File: src/rtl/pipe_ctrl_pkg.sv
`default_nettype none
`timescale 1ns/1ps
// ============================================================================
// Module   : pipe_ctrl_pkg
// Brief    : Shared widths, the in-flight tag type and function-code helper
//            for the pipelined issue arbiter.
// Revision : 1.0  initial release
// ============================================================================
package pipe_ctrl_pkg;

    localparam int REQ_ID_W = 1;
    localparam int FUNC_W   = 8;
    localparam int OPER_W   = 4;

    // One entry of the in-flight tracking pipe.
    typedef struct packed {
        logic                valid;
        logic [REQ_ID_W-1:0] id;
        logic                illegal;
    } tag_t;

    // A function code is legal only when exactly one bit is set.
    function automatic logic func_is_legal(input logic [FUNC_W-1:0] func);
        return ($countones(func) == 1);
    endfunction

endpackage
`default_nettype wire

File: src/rtl/rr_arbiter_2.sv
`default_nettype none
`timescale 1ns/1ps
// ============================================================================
// Module   : rr_arbiter_2
// Brief    : Two-way round-robin arbiter with a combinational grant and a
//            last-grant register; requester 0 has priority after reset.
// Revision : 1.0  initial release
// ============================================================================
module rr_arbiter_2 (
    input  logic       clock,
    input  logic       reset,
    input  logic [1:0] req,
    output logic [1:0] grant
);

    // 1 when requester 1 won most recently, so requester 0 goes next.
    logic r_last;

    // Grant the lone requester, or the one not served last on a tie; no grant in reset.
    always_comb begin
        grant = 2'b00;
        if (!reset) begin
            case (req)
                2'b01:   grant = 2'b01;
                2'b10:   grant = 2'b10;
                2'b11:   grant = r_last ? 2'b01 : 2'b10;
                default: grant = 2'b00;
            endcase
        end
    end

    // Remember which requester won the last transfer.
    always_ff @(posedge clock) begin
        if (reset) begin
            r_last <= 1'b1;
        end else if (|grant) begin
            r_last <= grant[1];
        end
    end

endmodule
`default_nettype wire

File: src/rtl/pipe_issue_arbiter.sv
`default_nettype none
`timescale 1ns/1ps
// ============================================================================
// Module   : pipe_issue_arbiter
// Brief    : Arbitrates two requesters onto a shared fixed-latency ALU/parity
//            datapath and routes each result back to its originator.
//            Optional macro PARITY_CHECK_EN adds a parity re-check of
//            dp_result that raises respN_err on mismatch.
// Revision : 1.0  initial release
// ============================================================================
module pipe_issue_arbiter
    import pipe_ctrl_pkg::*;
#(
    parameter int LATENCY = 2   // issue-to-result cycles, legal 1..8
) (
    input  logic              clock,
    input  logic              reset,
    input  logic              req0_valid,
    input  logic [FUNC_W-1:0] req0_func,
    input  logic [OPER_W-1:0] req0_a,
    input  logic [OPER_W-1:0] req0_b,
    output logic              req0_ready,
    input  logic              req1_valid,
    input  logic [FUNC_W-1:0] req1_func,
    input  logic [OPER_W-1:0] req1_a,
    input  logic [OPER_W-1:0] req1_b,
    output logic              req1_ready,
    output logic              dp_valid,
    output logic [FUNC_W-1:0] dp_func,
    output logic [OPER_W-1:0] dp_a,
    output logic [OPER_W-1:0] dp_b,
    input  logic [OPER_W-1:0] dp_result,
    input  logic              dp_parity,
    output logic              resp0_valid,
    output logic [OPER_W-1:0] resp0_data,
    output logic              resp0_parity,
    output logic              resp0_err,
    output logic              resp1_valid,
    output logic [OPER_W-1:0] resp1_data,
    output logic              resp1_parity,
    output logic              resp1_err,
    output logic              busy,
    output logic [7:0]        ops_count
);

    logic [1:0]        w_grant;
    logic              w_xfer;
    logic              w_sel;
    logic [FUNC_W-1:0] w_func;
    logic [OPER_W-1:0] w_a;
    logic [OPER_W-1:0] w_b;
    logic              w_legal;
    logic              w_issue;
    logic              w_par_err;
    logic              w_hit0;
    logic              w_hit1;
    tag_t              w_exit;
    tag_t              r_issue_tag;
    tag_t              r_tags [LATENCY];

    rr_arbiter_2 u_arb (
        .clock (clock),
        .reset (reset),
        .req   ({req1_valid, req0_valid}),
        .grant (w_grant)
    );

    // Grants only go to valid requesters, so any grant is a transfer.
    assign req0_ready = w_grant[0];
    assign req1_ready = w_grant[1];
    assign w_xfer     = |w_grant;
    assign w_sel      = w_grant[1];
    assign w_func     = w_sel ? req1_func : req0_func;
    assign w_a        = w_sel ? req1_a    : req0_a;
    assign w_b        = w_sel ? req1_b    : req0_b;
    assign w_legal    = func_is_legal(w_func);
    assign w_issue    = w_xfer && w_legal;

    // Register the winning op onto the datapath; illegal ops issue nothing but keep a tag.
    always_ff @(posedge clock) begin
        if (reset) begin
            dp_valid    <= 1'b0;
            dp_func     <= '0;
            dp_a        <= '0;
            dp_b        <= '0;
            r_issue_tag <= '0;
        end else begin
            dp_valid            <= w_issue;
            dp_func             <= w_issue ? w_func : '0;
            dp_a                <= w_issue ? w_a    : '0;
            dp_b                <= w_issue ? w_b    : '0;
            r_issue_tag.valid   <= w_xfer;
            r_issue_tag.id      <= REQ_ID_W'(w_sel);
            r_issue_tag.illegal <= w_xfer && !w_legal;
        end
    end

    // Free-running tag pipe aligned so its last stage matches dp_result.
    always_ff @(posedge clock) begin
        if (reset) begin
            for (int i = 0; i < LATENCY; i++) begin
                r_tags[i] <= '0;
            end
        end else begin
            r_tags[0] <= r_issue_tag;
            for (int i = 1; i < LATENCY; i++) begin
                r_tags[i] <= r_tags[i-1];
            end
        end
    end

    assign w_exit = r_tags[LATENCY-1];
    assign w_hit0 = w_exit.valid && (w_exit.id == REQ_ID_W'(0));
    assign w_hit1 = w_exit.valid && (w_exit.id == REQ_ID_W'(1));

`ifdef PARITY_CHECK_EN
    assign w_par_err = ((^dp_result) != dp_parity);
`else
    assign w_par_err = 1'b0;
`endif

    // Return the exiting result to its requester; outputs read zero when not valid.
    always_ff @(posedge clock) begin
        if (reset) begin
            resp0_valid  <= 1'b0;
            resp0_data   <= '0;
            resp0_parity <= 1'b0;
            resp0_err    <= 1'b0;
            resp1_valid  <= 1'b0;
            resp1_data   <= '0;
            resp1_parity <= 1'b0;
            resp1_err    <= 1'b0;
        end else begin
            resp0_valid  <= w_hit0;
            resp0_data   <= (w_hit0 && !w_exit.illegal) ? dp_result : '0;
            resp0_parity <= w_hit0 && !w_exit.illegal && dp_parity;
            resp0_err    <= w_hit0 && (w_exit.illegal || w_par_err);
            resp1_valid  <= w_hit1;
            resp1_data   <= (w_hit1 && !w_exit.illegal) ? dp_result : '0;
            resp1_parity <= w_hit1 && !w_exit.illegal && dp_parity;
            resp1_err    <= w_hit1 && (w_exit.illegal || w_par_err);
        end
    end

    // Busy while anything is tracked between acceptance and tag exit.
    always_comb begin
        busy = r_issue_tag.valid || dp_valid;
        for (int i = 0; i < LATENCY; i++) begin
            busy = busy || r_tags[i].valid;
        end
    end

    // Saturating count of accepted transfers.
    always_ff @(posedge clock) begin
        if (reset) begin
            ops_count <= 8'd0;
        end else if (w_xfer && (ops_count != 8'hFF)) begin
            ops_count <= ops_count + 8'd1;
        end
    end

endmodule
`default_nettype wire

File: config.mk
export PLATFORM = sky130hd
export DESIGN_NAME = pipe_issue_arbiter
export DESIGN_NICKNAME = d
export VERILOG_FILES = /design/src/rtl/pipe_ctrl_pkg.sv /design/src/rtl/rr_arbiter_2.sv /design/src/rtl/pipe_issue_arbiter.sv
export SDC_FILE = /design/constraint.sdc
export NUM_CORES = 1
export LEC_CHECK = 0
export BUFFER_PORTS_ARGS = -buffer_cell sky130_fd_sc_hd__buf_4
export CAP_MARGIN = 10
export CORE_MARGIN = 5
export CORE_UTILIZATION = 43
export CTS_CLUSTER_SIZE = 28
export DETAILED_ROUTE_END_ITERATION = 12
export GPL_TIMING_DRIVEN = 0
export PLACE_DENSITY = 0.75
export SETUP_SLACK_MARGIN = 0.05
export SLEW_MARGIN = 20
export SYNTH_ARGS = -nofsm -noshare
export SYNTH_HDL_FRONTEND = slang
export SYNTH_HIERARCHICAL = 1
export SYNTH_SLANG_ARGS = --single-unit
File: constraint.sdc
create_clock -name clock -period 4.3 [get_ports clock]
set_input_delay 0.645 -clock clock [delete_from_list [all_inputs] [get_ports clock]]
set_output_delay 0.645 -clock clock [all_outputs]
set_load 0.02 [all_outputs]
==> results by group, run 1 <==
Clocking
  • CTS sink cnt: 49
  • Clock root cell: clkbuf_8
  • Clock latency on the worst-skew pair: 300 ps
  • CTS HTree Levels: 2
  • TritonCTS Buffers: 5
  • Max clock buf depth: 2
  • Hold buffer count at CTS: 0
  • CTS tree: built
  • Reg clk slew, reported paths: 90 ps

Power and ir drop
  • P_leak: 0.00133 uW
  • Pwr dens: 382 nW/um^2
  • Worst IR Drop VDD: 0.252 mV
  • Total power: 1140 uW

STA
  • Worst-case clock skew: 2.13 ps
  • Final worst slack: 109 ps
  • Setup_tns: 0 ps
  • Fin crit share: 0.975
  • Endpoints failing setup: 0
  • Worst slew pin tran: 612 ps
  • F_max: 239 MHz
  • Hold Fails Final Rpt: 0
  • Worst slew margin: 0.589
  • Final max-slew violation count: 0
  • Fin crit period: 4190 ps

Floorplan
  • Die Area: 6170 sq um
  • Core footprint: 4630 sq um
  • Die X: 78.5 um
  • Initial Util: 0.436
  • Row Count: 25
  • Io pins: 83
  • Die Ht: 78.5 um

GRT
  • Largest net degree at the start of global routing: 18
  • Gr ovfl total: 0
  • Total GRT Usage: 0.143
  • First-pass GRT wire length: 7.02 mm
  • Initial antenna violation count: 0
  • Vias in the first global route: 1,561

Flow run
  • Max Cap Viol: 0

Worst setup path
  • WP data arrival: 4410 ps
  • Setup Crit Path Kind: in2reg
  • Worst-path maximum fanout: 6
  • Type of element launching the critical path: input pin
  • CP required: 4520 ps
  • CP endpoint kind: flip-flop

Routing
  • Avg WL per Cell: 13.3 um
  • ANT nets after route: 0
  • DR WL met3: 324 um
  • Routed wl met2: 2.25 mm
  • Met1 Wirelength: 1.74 mm
  • Final WL: 4.39 mm
  • Initial detailed-routing violation count: 48
  • Vias per cell: 4.97
  • Pre-antenna DRT Iters: 4
  • Top Layer Used: met4
  • Routed vias: 1,645
  • Drc violations: 0

Finish
  • Final net count: 325
  • Area Overhead vs Synth: 47.5%
  • Layout cells sized above 1: 0.473
  • Antenna cells: 0
  • Post-Route Utilization: 0.644

Outcome
  • Outcome: completed

Yosys
  • Number of synthesized flops with an enable pin: 0
  • Register area share after synthesis: 0.486
  • Asr flop ratio synth: 0
  • Yosys warns: 6
  • Gate count of the mapped netlist: 177
  • Mapped cell area: 2020 sq um
  • Syn Area/Cell: 11.4 sq um
  • Main flop type after synthesis: dfxtp_1
  • Syn nets: 226
  • Commonest cells in the netlist: 49 x dfxtp_1, 16 x mux2i_1, 12 x and2_1, 11 x inv_1, 10 x nor2b_1
  • Most common cell in the netlist: dfxtp_1
  • Cell taking the most area after synthesis: dfxtp_1
  • Synth top area share: 0.486
  • Unique masters post-synth: 47
  • Synth area leaders: dfxtp_1 49%, mux2i_1 7.9%, nor4_2 5.6%
  • #FFs+latches synth: 49

Place
  • Pre-CTS WS: -312 ps
  • Routability cong.: 0.732
  • Hpwl dp: 3.29 mm
  • Input/output buffers: 82

Min path
  • Worst min path class: reg2reg
==> per-stage QoR <==
stage / area [sq um] / hold slack [ps] / instances
floorplan: 2090 / 414 / 177
CTS: 2890 / 451 / 323
global placement: 2770 / 420 / 313
global route: 2980 / 458 / 331
detailed placement: 2770 / 428 / 313
finish: 2980 / 445 / 331
==> final cells by class <==
type / count / area (sq um)
fill: 392 / 1650
multi-input combinational: 108 / 1030
sequential: 49 / 981
timing repair buffer: 91 / 681
buffer: 10 / 88.8
clock buffer: 5 / 68.8
tap: 54 / 67.6
inverter: 11 / 41.3
clock inverter: 3 / 25.0
==> where the power goes <==
part	internal [uW]	total (uW)	switching, uW
Sequential	470	478	8.40
Clock	119	276	157
Combinational	176	384	208
Total	765	1140	373
==> cells by family after synthesis <==
group | synth area share
simple gates | 0.218
flops | 0.486
buf+inv | 0.0576
compound gates | 0.0768
mux | 0.0973
fa+ha+maj | 0.0644
==> layout by cell type (no fill, tap or decap), types with 2 or more instances in the layout <==
master | synthesis | layout
a211oi_1 | 4 | 3
a211oi_4 | 0 | 2
a21oi_1 | 3 | 3
a31oi_1 | 2 | 2
and2_1 | 12 | 12
buf_2 | 3 | 4
buf_4 | 1 | 90
buf_6 | 4 | 5
clkbuf_8 | 0 | 6
dfxtp_1 | 49 | 49
fa_1 | 4 | 3
ha_1 | 4 | 3
inv_1 | 11 | 10
inv_6 | 0 | 2
mux2i_1 | 16 | 13
mux2i_4 | 0 | 4
nand2_1 | 2 | 2
nand2b_1 | 2 | 2
nor2_1 | 3 | 3
nor2b_1 | 10 | 10
nor3_1 | 4 | 4
nor4_1 | 6 | 6
nor4_2 | 9 | 8
==> flip-flops by register name, summed over array words and instances (netlist names), 3 cells and up <==
register,flops
dp_a,4
resp0_data,4
resp1_data,4
dp_b,4
ops_count,8
r_tags,6
r_issue_tag,3
dp_func,8
==> final timing paths <==
| path | startpoint | to | slack [ps] | cells past startpoint |
|---|---|---|---|---|
| worst max-delay path | reset | dp_func[4]$_SDFF_PP0_ | 110 | 15 |
| worst min-delay path | r_tags[0][1]$_SDFF_PP0_ | r_tags[0][4]$_SDFF_PP0_ | 440 | 1 |
| worst max register to register | u_arb/r_last$_SDFFE_PP1P_ | dp_func[4]$_SDFF_PP0_ | 190 | 14 |
| worst min register to register | r_tags[0][1]$_SDFF_PP0_ | r_tags[0][4]$_SDFF_PP0_ | 440 | 1 |
==> what timing repair did <==
action                     CTS  global route
gates cloned                 0             2
pin swaps                    0             1
resized for setup            1             5
setup endpoints to repair   10            15
hold endpoints to repair     0             0
buffers inserted             2             6
==> layer usage <==
metal | vias up | GRT usage
met2 | 65 | 0.240
met4 | 0 | 0.0612
met5 | - | 0
li1 | 822 | -
met3 | 4 | 0.0459
met1 | 754 | 0.167
==> critical path, stage by stage <==
cell and delay (ps):
buf_4 130, a211oi_4 250, buf_6 190, mux2i_4 260
fa_1 450, fa_1 510, fa_1 430, inv_2 80
ha_4 120, inv_1 40, fa_2 390, a211oi_4 290
mux2i_4 170, buf_2 190, nor4_2 250
Note: power is estimated with default switching activity, not from simulation.
==> run 2: changes to the inputs <==
- CORE_UTILIZATION: 43 -> 41
- PLACE_DENSITY: 0.75 -> 0.74
- SYNTH_HIERARCHICAL: 1 -> default
==> run 2 against run 1 <==
Area after synthesis fell by 8.1%. Critical path depth rose by 2. Sequential cell count stayed put. Highest routed layer unchanged. Critical endpoint is now dp_a[2]$_SDFF_PP0_. Clock skew is 2.1 ps higher. Combinational power is 25% lower. Via count down 14%. Largest power group unchanged. Final cell count is 5.7% lower. Sequential share of layout area grew 2.3 points. Non-clock buffer count shrank 10. Synthesized cell count is 6.2% lower.
==> results by group, run 2 <==
Worst setup path
  • Number of cells on the critical path: 17 (+2)
  • CP endpoint kind: flip-flop
  • WP data arrival: 4370 ps (-40 ps)
  • Setup Crit Path Kind: in2reg
  • Type of element launching the critical path: input pin
  • Critical path buffers and inverters: 6 (+1)
  • CP delay by family, top: adder cells
  • Crit-path cells: buf_8 -> a211oi_4 -> buf_6 -> mux2_4 -> fa_1 -> inv_1 -> fa_1 -> fa_1 -> inv_2 -> ha_4 -> inv_2 -> fa_2 -> a211oi_2 -> mux2_4 -> nand3_4 -> clkbuf_16 -> nor2_1
  • Crit-path max cell delay: 540 ps (+30 ps)
  • Worst-path maximum fanout: 5 (-1)
  • Worst reg-to-reg path cell count: 16 (+2)
  • Cell repeated most along the worst path: fa_1
  • CP required: 4530 ps (about the same)
  • Crit-path slowest cell: fa_1

Finish
  • Layout cells sized above 1: 0.446 (-0.0268)
  • Area Overhead vs Synth: 50.2%
  • Fillers: 364 (-7.1%)
  • Most frequent cells in the layout: 84 x buf_4, 49 x dfxtp_1, 17 x and2_1, 16 x nor2_1, 15 x mux2i_1
  • Antenna cells: 0 (unchanged)
  • Most common cell after layout, fill and taps aside: buf_4
  • Final net count: 308 (-5.2%)
  • Biggest regs: dp_func x8, ops_count x8, r_tags x6

Power and ir drop
  • Pwr dens: 400 nW/um^2 (+4.6%)
  • Worst IR Drop VDD: 0.179 mV (-29%)
  • Total power: 1110 uW (-2.1%)
  • P_leak: 0.00129 uW (-2.9%)

Min path
  • Worst min path class: reg2reg
  • Hold path depth: 1 (unchanged)

STA
  • Worst-case clock skew: 4.26 ps (+2.13 ps)
  • Final max-slew violation count: 0 (unchanged)
  • Hold Fails Final Rpt: 0 (unchanged)
  • Fin crit period: 4130 ps (-56.9 ps)
  • Endpoints failing setup: 0 (unchanged)
  • Fin crit share: 0.961 (-0.0132)
  • Worst slew margin: 0.695 (+0.106)
  • Worst slew pin tran: 457 ps (-155 ps)
  • F_max: 242 MHz (+1.4%)
  • WHS: 445 ps (-0.126 ps)
  • RSZ-0062 raised after global routing: yes

Outcome
  • Outcome: completed

Routing
  • Final WL: 4.16 mm (-5.2%)
  • Avg WL per Cell: 13.3 um (+0.62%)
  • Drc violations: 0 (unchanged)
  • Initial detailed-routing violation count: 64 (+33%)
  • DR WL met3: 249 um (-23%)
  • Top Layer Used: met4
  • Pre-antenna DRT Iters: 2 (-2)
  • Vias per cell: 4.55 (-8.4%)
  • Routed wl met2: 2.14 mm (-4.8%)
  • Routed vias: 1,420 (-14%)
  • ANT nets after route: 0 (unchanged)
  • Met1 Wirelength: 1.72 mm (-1.3%)

Yosys
  • Asr flop ratio synth: 0 (unchanged)
  • Gate count of the mapped netlist: 166 (-6.2%)
  • Unique masters post-synth: 35 (-26%)
  • Synth area leaders: dfxtp_1 53%, mux2i_1 8.1%, and2_1 5.7%
  • Cell taking the most area after synthesis: dfxtp_1
  • Syn Area/Cell: 11.2 sq um (-2.0%)
  • Commonest cells in the netlist: 49 x dfxtp_1, 19 x nor2_1, 17 x and2_1, 15 x mux2i_1
  • Synth top area share: 0.529 (+0.0429)
  • Register area share after synthesis: 0.529 (+0.0429)
  • #FFs+latches synth: 49 (unchanged)
  • Most common cell in the netlist: dfxtp_1
  • Number of synthesized flops with an enable pin: 0 (unchanged)
  • Yosys warns: 0 (-6)
  • Syn nets: 215 (-4.9%)
  • Mapped cell area: 1860 sq um (-8.1%)
  • Main flop type after synthesis: dfxtp_1

Clocking
  • CTS tree: built
  • Reg clk slew, reported paths: 80 ps (about the same)
  • Max clock buf depth: 2 (unchanged)
  • CTS HTree Levels: 2 (unchanged)
  • CTS sink cnt: 49 (unchanged)
  • Clock root cell: clkbuf_8
  • Clock latency on the worst-skew pair: 290 ps (about the same)
  • TritonCTS Buffers: 5 (unchanged)

GRT
  • Total GRT Usage: 0.138 (-0.00556)
  • Initial antenna violation count: 0 (unchanged)
  • First-pass GRT wire length: 6.62 mm (-5.8%)
  • Vias in the first global route: 1,392 (-11%)
  • Gr ovfl total: 0 (unchanged)
  • Largest net degree at the start of global routing: 15 (-3)

Place
  • Hpwl dp: 3.19 mm (-3.0%)
  • Routability cong.: 0.701 (-4.1%)
  • Input/output buffers: 82 (unchanged)

Floorplan
  • Die X: 77.3 um (-1.6%)
  • Row Count: 24 (-4.0%)
  • Initial Util: 0.423 (-0.0130)
  • Die Ht: 77.3 um (-1.6%)
  • Die Area: 5970 sq um (-3.2%)
  • Core footprint: 4380 sq um (-5.3%)
  • Io pins: 83 (unchanged)

Flow run
  • Max Cap Viol: 0 (unchanged)
## run 2: cell count changes after synthesis, moves of 3 or more
cell	previous run	this run
and2_1	12	17
mux2_2	1	5
inv_1	11	8
nor4_1	6	0
nor4_2	9	0
buf_6	4	1
xor2_1	0	4
nor3_1	4	0
o21ai_0	0	3
nor2_1	3	19
## run 2: final cells by class
| type | count | area, sq um | share of cell area |
|---|---|---|---|
| plain buffers | 4 | 41.3 | 0.0148 |
| clock buffers | 7 | 86.3 | 0.0310 |
| clock inverters | 1 | 30.0 | 0.0108 |
| inverters | 9 | 36.3 | 0.0130 |
| multi-input cells | 103 | 862 | 0.309 |
| flip-flops and latches | 49 | 981 | 0.352 |
| well taps | 52 | 65.1 | 0.0233 |
| repair buffers | 87 | 686 | 0.246 |
## run 2: final timing paths
path                              from                 endpoint  slack [ps]
max                         req0_valid       dp_a[2]$_SDFF_PP0_         170
min          r_issue_tag[1]$_SDFF_PP0_  r_tags[0][1]$_SDFF_PP0_         440
max reg2reg  u_arb.r_last$_SDFFE_PP1P_       dp_a[2]$_SDFF_PP0_         290
min reg2reg  r_issue_tag[1]$_SDFF_PP0_  r_tags[0][1]$_SDFF_PP0_         440
## run 2: logic make-up after synthesis
kind of cell	share of synthesized area
simple gates	0.173
flops	0.529
mux	0.111
fa+ha+maj	0.0701
compound gates	0.0573
xor+xnor	0.0189
buf+inv	0.0411
## run 2: through the flow
stage	area [sq um]	util	setup TNS, ps	cells	setup slack [ps]
3_3_place_gp	2570	0.586	-6210	300	-389
3_5_place_dp	2570	0.586	-8510	300	-518
5_1_grt	2790	0.636	0	312	6.16
6_report	2790	0.636	0	312	166
4_1_cts	2700	0.616	0	310	63.5
2_1_floorplan	1890	-	0	166	1.52
## run 2: power breakdown
group          switching, uW  internal [uW]  leakage (uW)
combinational            138            149      0.000832
clock                    144            190     0.0000585
sequential              10.3            483      0.000398
total                    293            821       0.00129
## run 2: repair_timing
item / CTS / global route
hold buffers: 0 / 0
cloned: 0 / 1
pin swaps: 1 / 1
buffers inserted: 2 / 2
resized for setup: 0 / 16
endpoints found under the setup margin: 18 / 17
## run 2: per-layer routing
layer	vias up	global-route usage
li1	728	-
met1	649	0.163
met2	39	0.238
met3	4	0.0316
met4	0	0.0567
met5	-	0
==> run 3: changes to the inputs <==
- ABC_AREA: default -> 1
- CORE_UTILIZATION: 41 -> 43
- PLACE_DENSITY: 0.74 -> 0.76
==> run 3 against run 2 <==
Largest power group unchanged. Sequential power about the same. Via count up 28%. Clock power is 15% higher.
==> results by group, run 3 <==
Floorplan
  • Core footprint: 4630 sq um (+5.6%)
  • Initial Util: 0.435 (+0.0119)
  • Die Ht: 78.4 um (+1.5%)
  • Row Count: 25 (+4.2%)
  • Die X: 78.4 um (+1.5%)
  • Io pins: 83 (unchanged)
  • Die Area: 6150 sq um (+3.1%)

Power and ir drop
  • Pwr dens: 401 nW/um^2 (+0.35%)
  • P_leak: 0.00149 uW (+15%)
  • Worst IR Drop VDD: 0.165 mV (-7.8%)
  • Total power: 1150 uW (+2.8%)

Yosys
  • Asr flop ratio synth: 0 (unchanged)
  • Post-synthesis compound-gate area fraction: 0.0509 (-0.00638)
  • Post-Synth Adder-Cell Area: 0.0646 (-0.00553)
  • Register area share after synthesis: 0.487 (-0.0417)
  • Gate count of the mapped netlist: 256 (+54%)
  • Mapped cell area: 2010 sq um (+8.6%)
  • Synth area leaders: dfxtp_1 49%, nand2_1 9.7%, nor2_1 8.6%
  • Main flop type after synthesis: dfxtp_1
  • Largest family of logic cells by synthesized area: simple AND/OR/NAND/NOR gates
  • Yosys warns: 0 (unchanged)
  • XOR/XNOR share of the synthesized area: 0.00435 (-0.0145)
  • Unique masters post-synth: 30 (-14%)
  • Number of synthesized flops with an enable pin: 0 (unchanged)
  • Commonest cells in the netlist: 52 x nand2_1, 49 x dfxtp_1, 46 x nor2_1, 45 x inv_1, 9 x nand3_1
  • Cell taking the most area after synthesis: dfxtp_1
  • Syn nets: 305 (+42%)
  • Syn Area/Cell: 7.87 sq um (-30%)
  • Simple-gate share of the synthesized area: 0.273 (+0.100)
  • #FFs+latches synth: 49 (unchanged)
  • Synth top area share: 0.487 (-0.0417)
  • Most common cell in the netlist: nand2_1
  • Post-synthesis mux area share: 0 (-0.111)

GRT
  • Largest net degree at the start of global routing: 17 (+2)
  • First-pass GRT wire length: 7.50 mm (+13%)
  • Gr ovfl total: 0 (unchanged)
  • Total GRT Usage: 0.152 (+0.0145)
  • Vias in the first global route: 1,685 (+21%)
  • Initial antenna violation count: 0 (unchanged)

STA
  • Worst-case clock skew: 4.38 ps (+0.122 ps)
  • Worst slew margin: 0.742 (+0.0470)
  • Worst slew pin tran: 383 ps (-74.5 ps)
  • Hold Fails Final Rpt: 0 (unchanged)
  • WHS: 409 ps (-35.8 ps)
  • RSZ-0062 raised after global routing: no
  • Fin crit share: 0.939 (-0.0224)
  • F_max: 248 MHz (+2.4%)
  • Fin crit period: 4040 ps (-96.2 ps)
  • Final max-slew violation count: 0 (unchanged)
  • Endpoints failing setup: 0 (unchanged)

Finish
  • Layout cells sized above 1: 0.311 (-0.135)
  • Post-Route Utilization: 0.617 (-0.0188)
  • Final net count: 395 (+28%)
  • Most frequent cells in the layout: 85 x buf_4, 52 x nand2_1, 49 x dfxtp_1, 46 x nor2_1, 45 x inv_1
  • Antenna cells: 0 (unchanged)
  • Biggest regs: dp_func x8, ops_count x8, r_tags x6
  • Area Overhead vs Synth: 41.8%
  • Most common cell after layout, fill and taps aside: buf_4

Worst setup path
  • CP required: 4540 ps (about the same)
  • WP data arrival: 4280 ps (-90 ps)
  • RR Startpoint: u_arb.r_last$_SDFFE_PP1P_
  • Crit. Startpoint: reset
  • Worst-path maximum fanout: 10 (+5)
  • R2R Setup Slk: 380 ps (+90 ps)
  • CP endpoint kind: flip-flop
  • Worst r2r dst: dp_func[0]$_SDFF_PP0_
  • Worst Setup EP: dp_func[0]$_SDFF_PP0_
  • Type of element launching the critical path: input pin
  • Setup Crit Path Kind: in2reg
  • Worst reg-to-reg path cell count: 18 (+2)

Clocking
  • Clock root cell: clkbuf_8
  • CTS HTree Levels: 2 (unchanged)
  • CTS tree: built
  • Clock latency on the worst-skew pair: 300 ps (about the same)
  • Max clock buf depth: 2 (unchanged)
  • TritonCTS Buffers: 5 (unchanged)
  • CTS sink cnt: 49 (unchanged)
  • Reg clk slew, reported paths: 90 ps (about the same)

Routing
  • Routed vias: 1,814 (+28%)
  • Final WL: 4.54 mm (+9.0%)
  • Pre-antenna DRT Iters: 4 (+2)
  • Avg WL per Cell: 11.3 um (-15%)
  • ANT nets after route: 0 (unchanged)
  • Initial detailed-routing violation count: 75 (+17%)
  • Drc violations: 0 (unchanged)
  • Vias per cell: 4.52 (-0.61%)

Outcome
  • Outcome: completed

Place
  • Routability cong.: 0.818 (+17%)
  • Hpwl dp: 3.58 mm (+12%)
  • Input/output buffers: 81 (-1.2%)

Flow run
  • Max Cap Viol: 0 (unchanged)

Min path
  • Hold_sp: r_issue_tag[1]$_SDFF_PP0_
  • Worst min path class: reg2reg
## run 3: where the power goes
group / switching [uW] / leakage, uW / internal (uW) / total [uW]
clock network: 151 / 0.0000687 / 234 / 385
logic: 145 / 0.00102 / 120 / 265
registers: 10.7 / 0.000398 / 485 / 495
## run 3: timing repair
| action | 4_1_cts | 5_1_grt |
|---|---|---|
| buffers inserted | 0 | 2 |
| setup endpoints to repair | 2 | 10 |
| hold buffers | 0 | 0 |
| gates resized for setup | 2 | 3 |
## run 3: worst min-delay path by stage
stage	endpoint	cells past startpoint
after floorplan	r_tags[0][0]$_SDFF_PP0_	2
after global placement	r_tags[0][4]$_SDFF_PP0_	2
after detailed placement	r_tags[0][0]$_SDFF_PP0_	2
after CTS	r_tags[0][1]$_SDFF_PP0_	2
after global routing	r_tags[0][4]$_SDFF_PP0_	2
final	r_tags[0][1]$_SDFF_PP0_	2
## run 3: critical path: stages
cell and delay, ps:
buf_6 130, inv_6 70, nand3_2 100, buf_6 160, buf_8 140, o21ai_1 150
inv_1 80, fa_1 530, inv_1 50, fa_1 500, fa_1 410, inv_1 70
ha_1 160, inv_1 50, fa_1 470, o211a_1 210, nand3_4 100, buf_4 160
nor2_1 100
## run 3: through the flow
step	cell area [sq um]	cells	TNS (ps)	setup slack, ps
4_1_cts	2840	399	0	98.7
2_1_floorplan	2010	256	0	83.9
3_3_place_gp	2690	391	-2270	-226
3_5_place_dp	2690	391	-2890	-268
5_1_grt	2860	401	0	64.8
6_report	2860	401	0	262
## run 3: per-layer routing
metal / GRT usage / share of wire / vias to the layer above
met3: 0.0470 / 0.082 / 4
met1: 0.172 / 0.39 / 804
met4: 0.0472 / 0.011 / 0
li1: - / - / 951
met5: 0 / 0 / -
met2: 0.273 / 0.51 / 55
## run 3: layout make-up
| type | instances | area [sq um] |
|---|---|---|
| clock buffers | 5 | 68.8 |
| inverters | 47 | 181 |
| repair buffers | 83 | 623 |
| plain buffers | 7 | 67.6 |
| multi-input cells | 153 | 798 |
| fillers | 418 | 1770 |
| clock inverters | 3 | 68.8 |
| well taps | 54 | 67.6 |
| flip-flops and latches | 49 | 981 |
## run 3: cell families after synthesis
logic type,after synthesis
AND/OR/NAND/NOR,128
AO/OA/AOI/OAI,16
buffers and inverters,54
adder cells (fa/ha/maj),8
XOR/XNOR,1
flip-flops,49
